===== config.mk =====
export PLATFORM = sky130hd
export DESIGN_NAME = uart_xcvr
export DESIGN_NICKNAME = d
export VERILOG_FILES = /design/src/rtl/uart_xcvr.sv
export SDC_FILE = /design/constraint.sdc
export NUM_CORES = 1
export LEC_CHECK = 0
export BUFFER_PORTS_ARGS = -buffer_cell sky130_fd_sc_hd__clkbuf_2
export CORE_ASPECT_RATIO = 0.7
export CORE_MARGIN = 2
export CORE_UTILIZATION = 50
export DETAILED_ROUTE_END_ITERATION = 6
export GPL_ROUTABILITY_DRIVEN = 0
export PLACE_DENSITY = 0.69
export SYNTH_ARGS = -nofsm -noshare
export SYNTH_HDL_FRONTEND = slang
export SYNTH_SLANG_ARGS = --single-unit

===== constraint.sdc =====
create_clock -name clk -period 5.9 [get_ports clk]
set_clock_uncertainty 0.15 [all_clocks]
set_input_delay 0.295 -clock clk [delete_from_list [all_inputs] [get_ports clk]]
set_output_delay 0.295 -clock clk [all_outputs]
set_load 0.02 [all_outputs]

===== src/rtl/uart_xcvr.sv =====
// rtl/uart_xcvr.sv - parametrised full-duplex UART transceiver (multi-frame TX command, checked RX)
// Define UART_LOOPBACK_EN to add loop_en, which feeds the internal tx bit to the receiver.
module uart_xcvr #(
  parameter int CLK_DIV   = 16,
  parameter int DATA_W    = 8,
  parameter int NUM_BYTES = 2,
  parameter int PARITY    = 1
) (
  input  logic                        clk,
  input  logic                        rst_n,
`ifdef UART_LOOPBACK_EN
  input  logic                        loop_en,
`endif
  input  logic [NUM_BYTES*DATA_W-1:0] cmd_in,
  input  logic                        cmd_vld,
  output logic                        cmd_rdy,
  output logic                        tx,
  input  logic                        rx,
  output logic [DATA_W-1:0]           read_data,
  output logic                        read_vld,
  output logic                        parity_err,
  output logic                        frame_err
);

  localparam int CMD_W = NUM_BYTES * DATA_W;
  localparam int CW    = $clog2(CLK_DIV);
  localparam int BW    = $clog2(DATA_W);
  localparam int NBW   = $clog2(NUM_BYTES + 1);
  localparam logic [CW-1:0]  DIV_LAST  = CW'(CLK_DIV - 1);
  localparam logic [CW-1:0]  HALF_LAST = CW'(CLK_DIV / 2 - 1);
  localparam logic [BW-1:0]  BIT_LAST  = BW'(DATA_W - 1);
  localparam logic [NBW-1:0] BYTE_LAST = NBW'(NUM_BYTES - 1);

  typedef enum logic [2:0] {TX_IDLE, TX_START, TX_DATA, TX_PAR, TX_STOP} tx_state_e;
  typedef enum logic [2:0] {RX_IDLE, RX_START_CHK, RX_DATA, RX_PAR, RX_STOP, RX_BREAK} rx_state_e;

  tx_state_e         tx_state_q;
  logic [CW-1:0]     tx_cnt_q;
  logic [BW-1:0]     tx_bit_q;
  logic [NBW-1:0]    tx_byte_q;
  logic [CMD_W-1:0]  tx_shreg_q;
  logic [DATA_W-1:0] tx_frame_q;
  logic              tx_q;
  logic              cmd_rdy_q;

  logic [DATA_W-1:0] tx_cur;
  logic              tx_par;
  logic              tx_bit_end;
  logic              rx_src;

  // The top slice of the shift register is always the frame on the wire.
  assign tx_cur     = tx_shreg_q[CMD_W-1 -: DATA_W];
  assign tx_par     = (PARITY == 2) ? ^tx_cur : ~^tx_cur;
  assign tx_bit_end = (tx_cnt_q == DIV_LAST);
  assign cmd_rdy    = cmd_rdy_q;

`ifdef UART_LOOPBACK_EN
  assign tx     = loop_en ? 1'b1 : tx_q;
  assign rx_src = loop_en ? tx_q : rx;
`else
  assign tx     = tx_q;
  assign rx_src = rx;
`endif

  always_ff @(posedge clk or negedge rst_n) begin
    if (!rst_n) begin
      tx_state_q <= TX_IDLE;
      tx_cnt_q   <= '0;
      tx_bit_q   <= '0;
      tx_byte_q  <= '0;
      tx_shreg_q <= '0;
      tx_frame_q <= '0;
      tx_q       <= 1'b1;
      cmd_rdy_q  <= 1'b1;
    end else begin
      if (tx_state_q != TX_IDLE) tx_cnt_q <= tx_bit_end ? '0 : tx_cnt_q + 1'b1;
      unique case (tx_state_q)
        TX_IDLE: if (cmd_vld) begin
          tx_shreg_q <= cmd_in;
          tx_byte_q  <= '0;
          tx_cnt_q   <= '0;
          tx_q       <= 1'b0;
          cmd_rdy_q  <= 1'b0;
          tx_state_q <= TX_START;
        end
        TX_START: if (tx_bit_end) begin
          tx_q       <= tx_cur[0];
          tx_frame_q <= tx_cur >> 1;
          tx_bit_q   <= '0;
          tx_state_q <= TX_DATA;
        end
        TX_DATA: if (tx_bit_end) begin
          if (tx_bit_q == BIT_LAST) begin
            if (PARITY != 0) begin
              tx_q       <= tx_par;
              tx_state_q <= TX_PAR;
            end else begin
              tx_q       <= 1'b1;
              tx_state_q <= TX_STOP;
            end
          end else begin
            tx_q       <= tx_frame_q[0];
            tx_frame_q <= tx_frame_q >> 1;
            tx_bit_q   <= tx_bit_q + 1'b1;
          end
        end
        TX_PAR: if (tx_bit_end) begin
          tx_q       <= 1'b1;
          tx_state_q <= TX_STOP;
        end
        TX_STOP: if (tx_bit_end) begin
          if (tx_byte_q == BYTE_LAST) begin
            cmd_rdy_q  <= 1'b1;
            tx_state_q <= TX_IDLE;
          end else begin
            tx_byte_q  <= tx_byte_q + 1'b1;
            tx_shreg_q <= tx_shreg_q << DATA_W;
            tx_q       <= 1'b0;
            tx_state_q <= TX_START;
          end
        end
        default: tx_state_q <= TX_IDLE;
      endcase
    end
  end

  rx_state_e         rx_state_q;
  logic              rx_s1_q;
  logic              rx_s2_q;
  logic [CW-1:0]     rx_cnt_q;
  logic [BW-1:0]     rx_bit_q;
  logic [DATA_W-1:0] rx_shreg_q;
  logic              rx_perr_q;
  logic [DATA_W-1:0] read_data_q;
  logic              read_vld_q;
  logic              parity_err_q;
  logic              frame_err_q;
  logic              rx_tick;
  logic              rx_timing;

  // The first tick lands mid start bit; later ticks are a whole bit apart.
  assign rx_tick   = (rx_state_q == RX_START_CHK) ? (rx_cnt_q == HALF_LAST) : (rx_cnt_q == DIV_LAST);
  assign rx_timing = (rx_state_q == RX_START_CHK) || (rx_state_q == RX_DATA) ||
                     (rx_state_q == RX_PAR) || (rx_state_q == RX_STOP);

  assign read_data  = read_data_q;
  assign read_vld   = read_vld_q;
  assign parity_err = parity_err_q;
  assign frame_err  = frame_err_q;

  always_ff @(posedge clk or negedge rst_n) begin
    if (!rst_n) begin
      rx_s1_q      <= 1'b1;
      rx_s2_q      <= 1'b1;
      rx_state_q   <= RX_IDLE;
      rx_cnt_q     <= '0;
      rx_bit_q     <= '0;
      rx_shreg_q   <= '0;
      rx_perr_q    <= 1'b0;
      read_data_q  <= '0;
      read_vld_q   <= 1'b0;
      parity_err_q <= 1'b0;
      frame_err_q  <= 1'b0;
    end else begin
      rx_s1_q    <= rx_src;
      rx_s2_q    <= rx_s1_q;
      read_vld_q <= 1'b0;
      rx_cnt_q   <= (rx_timing && !rx_tick) ? rx_cnt_q + 1'b1 : '0;
      unique case (rx_state_q)
        RX_IDLE: if (!rx_s2_q) rx_state_q <= RX_START_CHK;
        RX_START_CHK: if (rx_tick) begin
          rx_bit_q   <= '0;
          rx_state_q <= rx_s2_q ? RX_IDLE : RX_DATA;
        end
        RX_DATA: if (rx_tick) begin
          rx_shreg_q <= {rx_s2_q, rx_shreg_q[DATA_W-1:1]};
          rx_bit_q   <= rx_bit_q + 1'b1;
          rx_perr_q  <= 1'b0;
          if (rx_bit_q == BIT_LAST) rx_state_q <= (PARITY != 0) ? RX_PAR : RX_STOP;
        end
        RX_PAR: if (rx_tick) begin
          rx_perr_q  <= (PARITY == 2) ? (^rx_shreg_q ^ rx_s2_q) : ~(^rx_shreg_q ^ rx_s2_q);
          rx_state_q <= RX_STOP;
        end
        RX_STOP: if (rx_tick) begin
          read_vld_q   <= 1'b1;
          read_data_q  <= rx_shreg_q;
          parity_err_q <= rx_perr_q;
          frame_err_q  <= ~rx_s2_q;
          rx_state_q   <= rx_s2_q ? RX_IDLE : RX_BREAK;
        end
        RX_BREAK: if (rx_s2_q) rx_state_q <= RX_IDLE;
        default: rx_state_q <= RX_IDLE;
      endcase
    end
  end

endmodule


==> results of run 1 <==
## where the power goes
group / internal [mW] / switching, mW
clock: 0.219 / 0.178
sequential: 0.504 / 0.0448
combinational: 0.0662 / 0.0665
## critical path, cell delays in order, from the launching register on
cell and delay (ns):
dfrtp_1 0.41, ha_1 0.25, nand3_1 0.13, or3_1 0.35, a21boi_2 0.83, mux2_2 0.42
## cells by family after synthesis
logic type	after synthesis
and+or+nand+nor	82
xor gates and xnor gates	17
AOI/OAI and AO/OA	63
DFF	69
muxes	41
buffers and inverters	34
adders and majority gates	7
## layout by cell type (no fill, tap or decap), types with 4 or more instances in the layout
| cell type | instances |
|---|---|
| clkbuf_8 | 11 |
| clkbuf_2 | 31 |
| o21ai_0 | 33 |
| ha_1 | 7 |
| nor2_1 | 12 |
| nand3_1 | 5 |
| mux2_2 | 17 |
| mux2i_1 | 15 |
| a21oi_1 | 5 |
| dfstp_2 | 4 |
| xnor2_1 | 13 |
| nand2_1 | 38 |
| dfrtp_1 | 65 |
| inv_1 | 14 |
| mux2_4 | 8 |
## metrics by stage
| step | hold slack (ns) | cells | cell area (um2) |
|---|---|---|---|
| 2_1_floorplan | -0.151 | 313 | 3440 |
| 3_3_place_gp | 0.196 | 421 | 3610 |
| 3_5_place_dp | 0.198 | 421 | 3610 |
| 4_1_cts | 0.00557 | 438 | 3830 |
| 5_1_grt | 0.0202 | 438 | 3830 |
| 6_report | -0.0103 | 438 | 3830 |
## registers in the layout (all words and copies together) (netlist names), 4 cells and up
register	count
rx_cnt_q	4
tx_frame_q	7
tx_cnt_q	4
read_data	8
tx_shreg_q	16
rx_shreg_q	8
## layer usage
layer	part of all wire	vias to the layer above
li1	-	1135
met3	0.034	8
met5	0	-
met4	0.0091	0
met2	0.45	33
met1	0.50	1080
## worst max-delay path by stage
stage	endpoint	startpoint	slack [ns]	cells past startpoint
after global routing	tx_shreg_q[10]	tx_cnt_q[0]	3.08	5
final	tx_shreg_q[10]	tx_cnt_q[0]	3.24	5
after floorplan	tx_shreg_q[14]	tx_cnt_q[0]	3.86	7
after global placement	tx_shreg_q[13]	tx_cnt_q[0]	3.31	5
after detailed placement	tx_shreg_q[10]	tx_cnt_q[0]	3.22	5
after CTS	tx_shreg_q[10]	tx_cnt_q[0]	3.20	5
## final cells by class
cell class | count | area (um2)
Fill cell | 606 | 2870
Sequential cell | 69 | 1730
Multi-Input combinational cell | 210 | 1530
Timing Repair Buffer | 35 | 185
Clock buffer | 11 | 151
Tap cell | 94 | 118
Clock inverter | 5 | 57.6
Inverter | 14 | 52.6
==> run_results.csv, run 1 <==
group,metric,value,unit
outcome,status,"finished with violations",
outcome,violations,"negative hold slack",
grt,grt_max_degree,70,
floorplanning,rows,25,
drt,drt_pre_antenna_iters,4,
setup_path,worstPathRequired,5.97,ns
clocking,clock_path_buffers,2,
yosys,synth-compound-area-share,0.114,
yosys,synth_area_leaders,"dfrtp_1 (47%), mux2_2 (5.6%), o21ai_0 (4.8%), mux2i_1 (4.4%), nand2_1 (4.1%)",
sta,finalCriticalPeriod,2.66,ns
floorplanning,die_h,73.4,um
setup_path,worstReg2RegEnd,"tx_shreg_q[10]",
finish,antenna_cells,0,
setup_path,r2r_start,"tx_cnt_q[0]",
floorplanning,die_w,103,um
yosys,synth_area,3440,um2
placement,portBuffers,32,
grt,met1_usage,0.234,
grt,use_met2,0.250,
grt,grt_use_met3,0.0533,
grt,grt_pass1_wl,9.87,mm
grt,antenna_found_initial,0,
yosys,syn_area_per_cell,11.0,um2
yosys,synth_cells,313,
setup_path,reg2reg_depth,5,
sta,slew_viol_final,0,
sta,setup_viol_count_final,0,
drt,wl_per_cell,12.7,um
sta,slew_headroom,0.246,
pwr,ir_drop,0.120,mV
clocking,htreeDepth,3,
setup_path,startpoint_type,"flop",
setup_path,r2r_slack,3.24,ns
floorplanning,die_area,7570,um2
sta,setup_tns,0,ns
flow_run,maxCapViolations,0,
yosys,yosysMostFrequentCell,"dfrtp_1",
grt,grt_busiest_layer,"met2",
yosys,synthSimpleGateAreaFrac,0.120,
pwr,p_leak,1.85,nW
pwr,total_power,1.08,mW
clocking,cts_buffers,9,
sta,fin_ws,3.24,ns
setup_path,crit_type,"flop to flop",
yosys,yosys.area_share.adder,0.0255,
worst_hold_path,hold_path.class,"input port to asynchronous set/reset pin",
yosys,synth_top_area_share,0.473,
yosys,synthMuxAreaShare,0.138,
sta,fin_crit_sh,0.451,
grt,overflow,0,
drt,vias,2256,
drt,viasPerCell,5.15,
drt,drtIter0Drc,141,
yosys,async_flop_share,1.00,
yosys,ys_seq_area_frac,0.503,
placement,pre_cts_ws,3.22,ns
yosys,ys_ff_latch,69,
setup_path,worst_ep_arrival_time,2.73,ns
clocking,cts_tree,"yes",
yosys,synth_common_cells,"dfrtp_1 (65), nand2_1 (38), o21ai_0 (33), mux2_2 (17), mux2i_1 (15)",
floorplanning,core-area,6690,um2
finish,fin_util,0.572,
floorplanning,ios,33,
floorplanning,start_util,0.514,
sta,max_freq,0.376,GHz
grt,grt_use_total,0.168,
clocking,clkLatencyLatePin,0.34,ns
finish,nets,366,
finish,drive_above_1_share,0.250,
clocking,clockRootBuffer,"clkbuf_8",
yosys,synth_top_family_by_area,"multiplexers",
yosys,synth_edf_count,0,
sta,final-hold-violation-count,5,
pwr,power_density,282,nW/um2
finish,area_growth,11.3,%
yosys,ys_types,54,
yosys,synthFlopType,"dfrtp_1",
grt,grt_pass1_vias,2141,
sta,fin_hold_ws,-0.0103,ns
setup_path,cp_max_fo,18,
clocking,ctsHoldBuffers,1,
sta,tightest_slew,1.13,ns
clocking,post_cts_resized,0,
clocking,cts_sinks,69,
placement,post-dp-hpwl,3.82,mm
setup_path,crit_path_end_kind,"flop",
clocking,clkTransAtPathRegs,0.07,ns
drt,route.detailed.drc,0,
sta,rsz0062_at_grt,"false",
clocking,post-cts-setup-buffer-count,0,
yosys,ys_warn_count,0,
yosys,syn_nets,340,
drt,routed_wl,5.58,mm
yosys,yosysTopAreaCell,"dfrtp_1",
drt,ant_nets,0,
yosys,synth_xor_area_frac,0.0473,
Power figures use the tool's default switching activity.
==> inputs of run 2 (changes only) <==
Settings changed: PLACE_DENSITY 0.69 to 0.72.
Clock period 5.9 ns to 2.4 ns, I/O delays scaled along.
==> run 2 against run 1 <==
Effect of this change: cell area grew 5.4%; setup slack got worse by 3.0 ns; wire length increased by 8.9%; clock-buffer cell count is 1 lower; non-clock buffer count rose by 24; the run now ends clean; highest routed layer unchanged; maximum frequency up 24%; flip-flop and latch count did not move; core utilization is 3.1 points higher; global-route usage rose by 1.5 points.
==> run_results.csv, run 2 (synthesis gave the netlist of run 1 again) <==
group,metric,value,unit
setup_path,crit_type,"flop to flop",
floorplanning,start_util,0.514,
placement,dp_cells,428,
clocking,clkTransAtPathRegs,0.08,ns
finish,final_cell_area,4030,um2
finish,multi_input_area,1530,um2
clocking,cts_buffers,9,
outcome,status,"completed",
setup_path,worstPathRequired,2.47,ns
clocking,clockRootBuffer,"clkbuf_8",
setup_path,cp_max_fo,18,
setup_path,r2r_slack,0.25,ns
floorplanning,ios,33,
finish,largest_register_ffs,16,
finish,layout.cells.non_filler,462,
grt,grt_use_total,0.184,
finish,ff_latch_area,1730,um2
sta,setup_viol_count_final,0,
drt,drtIter0Drc,136,
drt,viasPerCell,5.12,
setup_path,worst_ep_arrival_time,2.21,ns
drt,route.detailed.drc,0,
drt,drt_pre_antenna_iters,4,
sta,rsz0062_at_grt,"false",
grt,antenna_found_initial,0,
setup_path,startpoint_type,"flop",
drt,vias,2366,
placement,post-dp-hpwl,3.95,mm
placement,portBuffers,32,
clocking,cts_sinks,69,
clocking,cts_tree,"yes",
floorplanning,rows,25,
finish,antenna_cells,0,
floorplanning,die_h,73.4,um
sta,tightest_slew,0.643,ns
sta,slew_headroom,0.566,
sta,setup_tns,0,ns
grt,grt_max_degree,70,
finish,final_common_cell,"dfrtp_1",
clocking,htreeDepth,3,
pwr,p_leak,1.94,nW
finish,mostFrequentLayoutCells,"dfrtp_1 (65), nand2_1 (38), o21ai_0 (33), clkbuf_2 (31), dlygate4sd3_1 (18)",
finish,drive_above_1_share,0.250,
sta,fin_hold_ws,0.0100,ns
worst_hold_path,hold_path.class,"input port to flop",
finish,top_register,"tx_shreg_q",
sta,finalCriticalPeriod,2.15,ns
floorplanning,die_w,103,um
sta,fin_crit_sh,0.895,
flow_run,maxCapViolations,0,
setup_path,crit_path_end_kind,"flop",
sta,final-hold-violation-count,0,
grt,overflow,0,
finish,area_growth,17.3,%
finish,nets,390,
pwr,power_density,626,nW/um2
drt,ant_nets,0,
drt,wl_per_cell,13.1,um
placement,place_area,3690,um2
sta,slew_viol_final,0,
clocking,clkLatencyLatePin,0.34,ns
drt,routed_wl,6.07,mm
floorplanning,core-area,6690,um2
pwr,ir_drop,0.403,mV
grt,grt_pass1_wl,10.7,mm
grt,grt_pass1_vias,2276,
finish,num-fill-cells,566,
floorplanning,die_area,7570,um2
pwr,total_power,2.52,mW
sta,max_freq,0.465,GHz
clocking,clock_path_buffers,2,
-- run 2: cell types whose count changed in the layout (fill, tap and decap cells not counted) --
cell           change
buf_12             +2
clkbuf_1           +1
clkbuf_8           -2
dlygate4sd3_1     +17
clkinv_2           +1
bufinv_16          -1
clkinvlp_4         +1
inv_6              -1
clkinv_4           +1
buf_4              +5
-- run 2: power by group --
part           leakage, nW  total, mW  switching (mW)  internal, mW
logic                0.982      0.358           0.174         0.183
clock network       0.0860      0.820           0.447         0.373
registers            0.873       1.35           0.108          1.24
-- run 2: repair_timing --
| item | CTS | global route |
|---|---|---|
| endpoints found under the hold margin | 87 | 0 |
| hold buffers | 18 | 0 |
| resized for setup | 0 | 0 |
| setup buffers | 0 | 0 |
-- run 2: final cells by class --
type,instances,share of cell area
clock inverter,6,0.00993
inverter,14,0.0130
tap,94,0.0292
sequential,69,0.429
clock buffer,10,0.0316
multi-input combinational,210,0.380
timing repair buffer,59,0.107
-- run 2: per-layer routing --
metal,up-vias,GRT usage,wire length (um)
li1,1188,-,-
met1,1132,0.252,2960
met2,41,0.283,2820
met3,5,0.0599,224
met4,0,0.0482,61
met5,-,0,0
-- run 2: worst max-delay path: stages (launching register included) --
cell and delay, ns:
dfrtp_1 0.41, ha_1 0.25, nand3_1 0.13, or3_1 0.35, a21boi_2 0.20, buf_12 0.19
mux2_2 0.35
-- run 2: path summary, 6_finish.rpt --
kind | start | endpoint | depth (start not counted)
max | tx_cnt_q[0] | tx_shreg_q[10] | 6
max reg2reg | tx_cnt_q[0] | tx_shreg_q[10] | 6
min in group asynchronous | rst_n | read_data[5] | 3
max in group asynchronous | rst_n | rx_s1_q | 3
min | cmd_in[10] | tx_shreg_q[10] | 4
min reg2reg | rx_s1_q | rx_s2_q | 0
-- run 2: per-stage QoR --
stage / setup slack (ns) / util
global placement: 0.344 / 0.551
floorplan: 0.365 / -
global route: 0.116 / 0.603
CTS: 0.245 / 0.603
finish: 0.252 / 0.603
detailed placement: 0.278 / 0.551
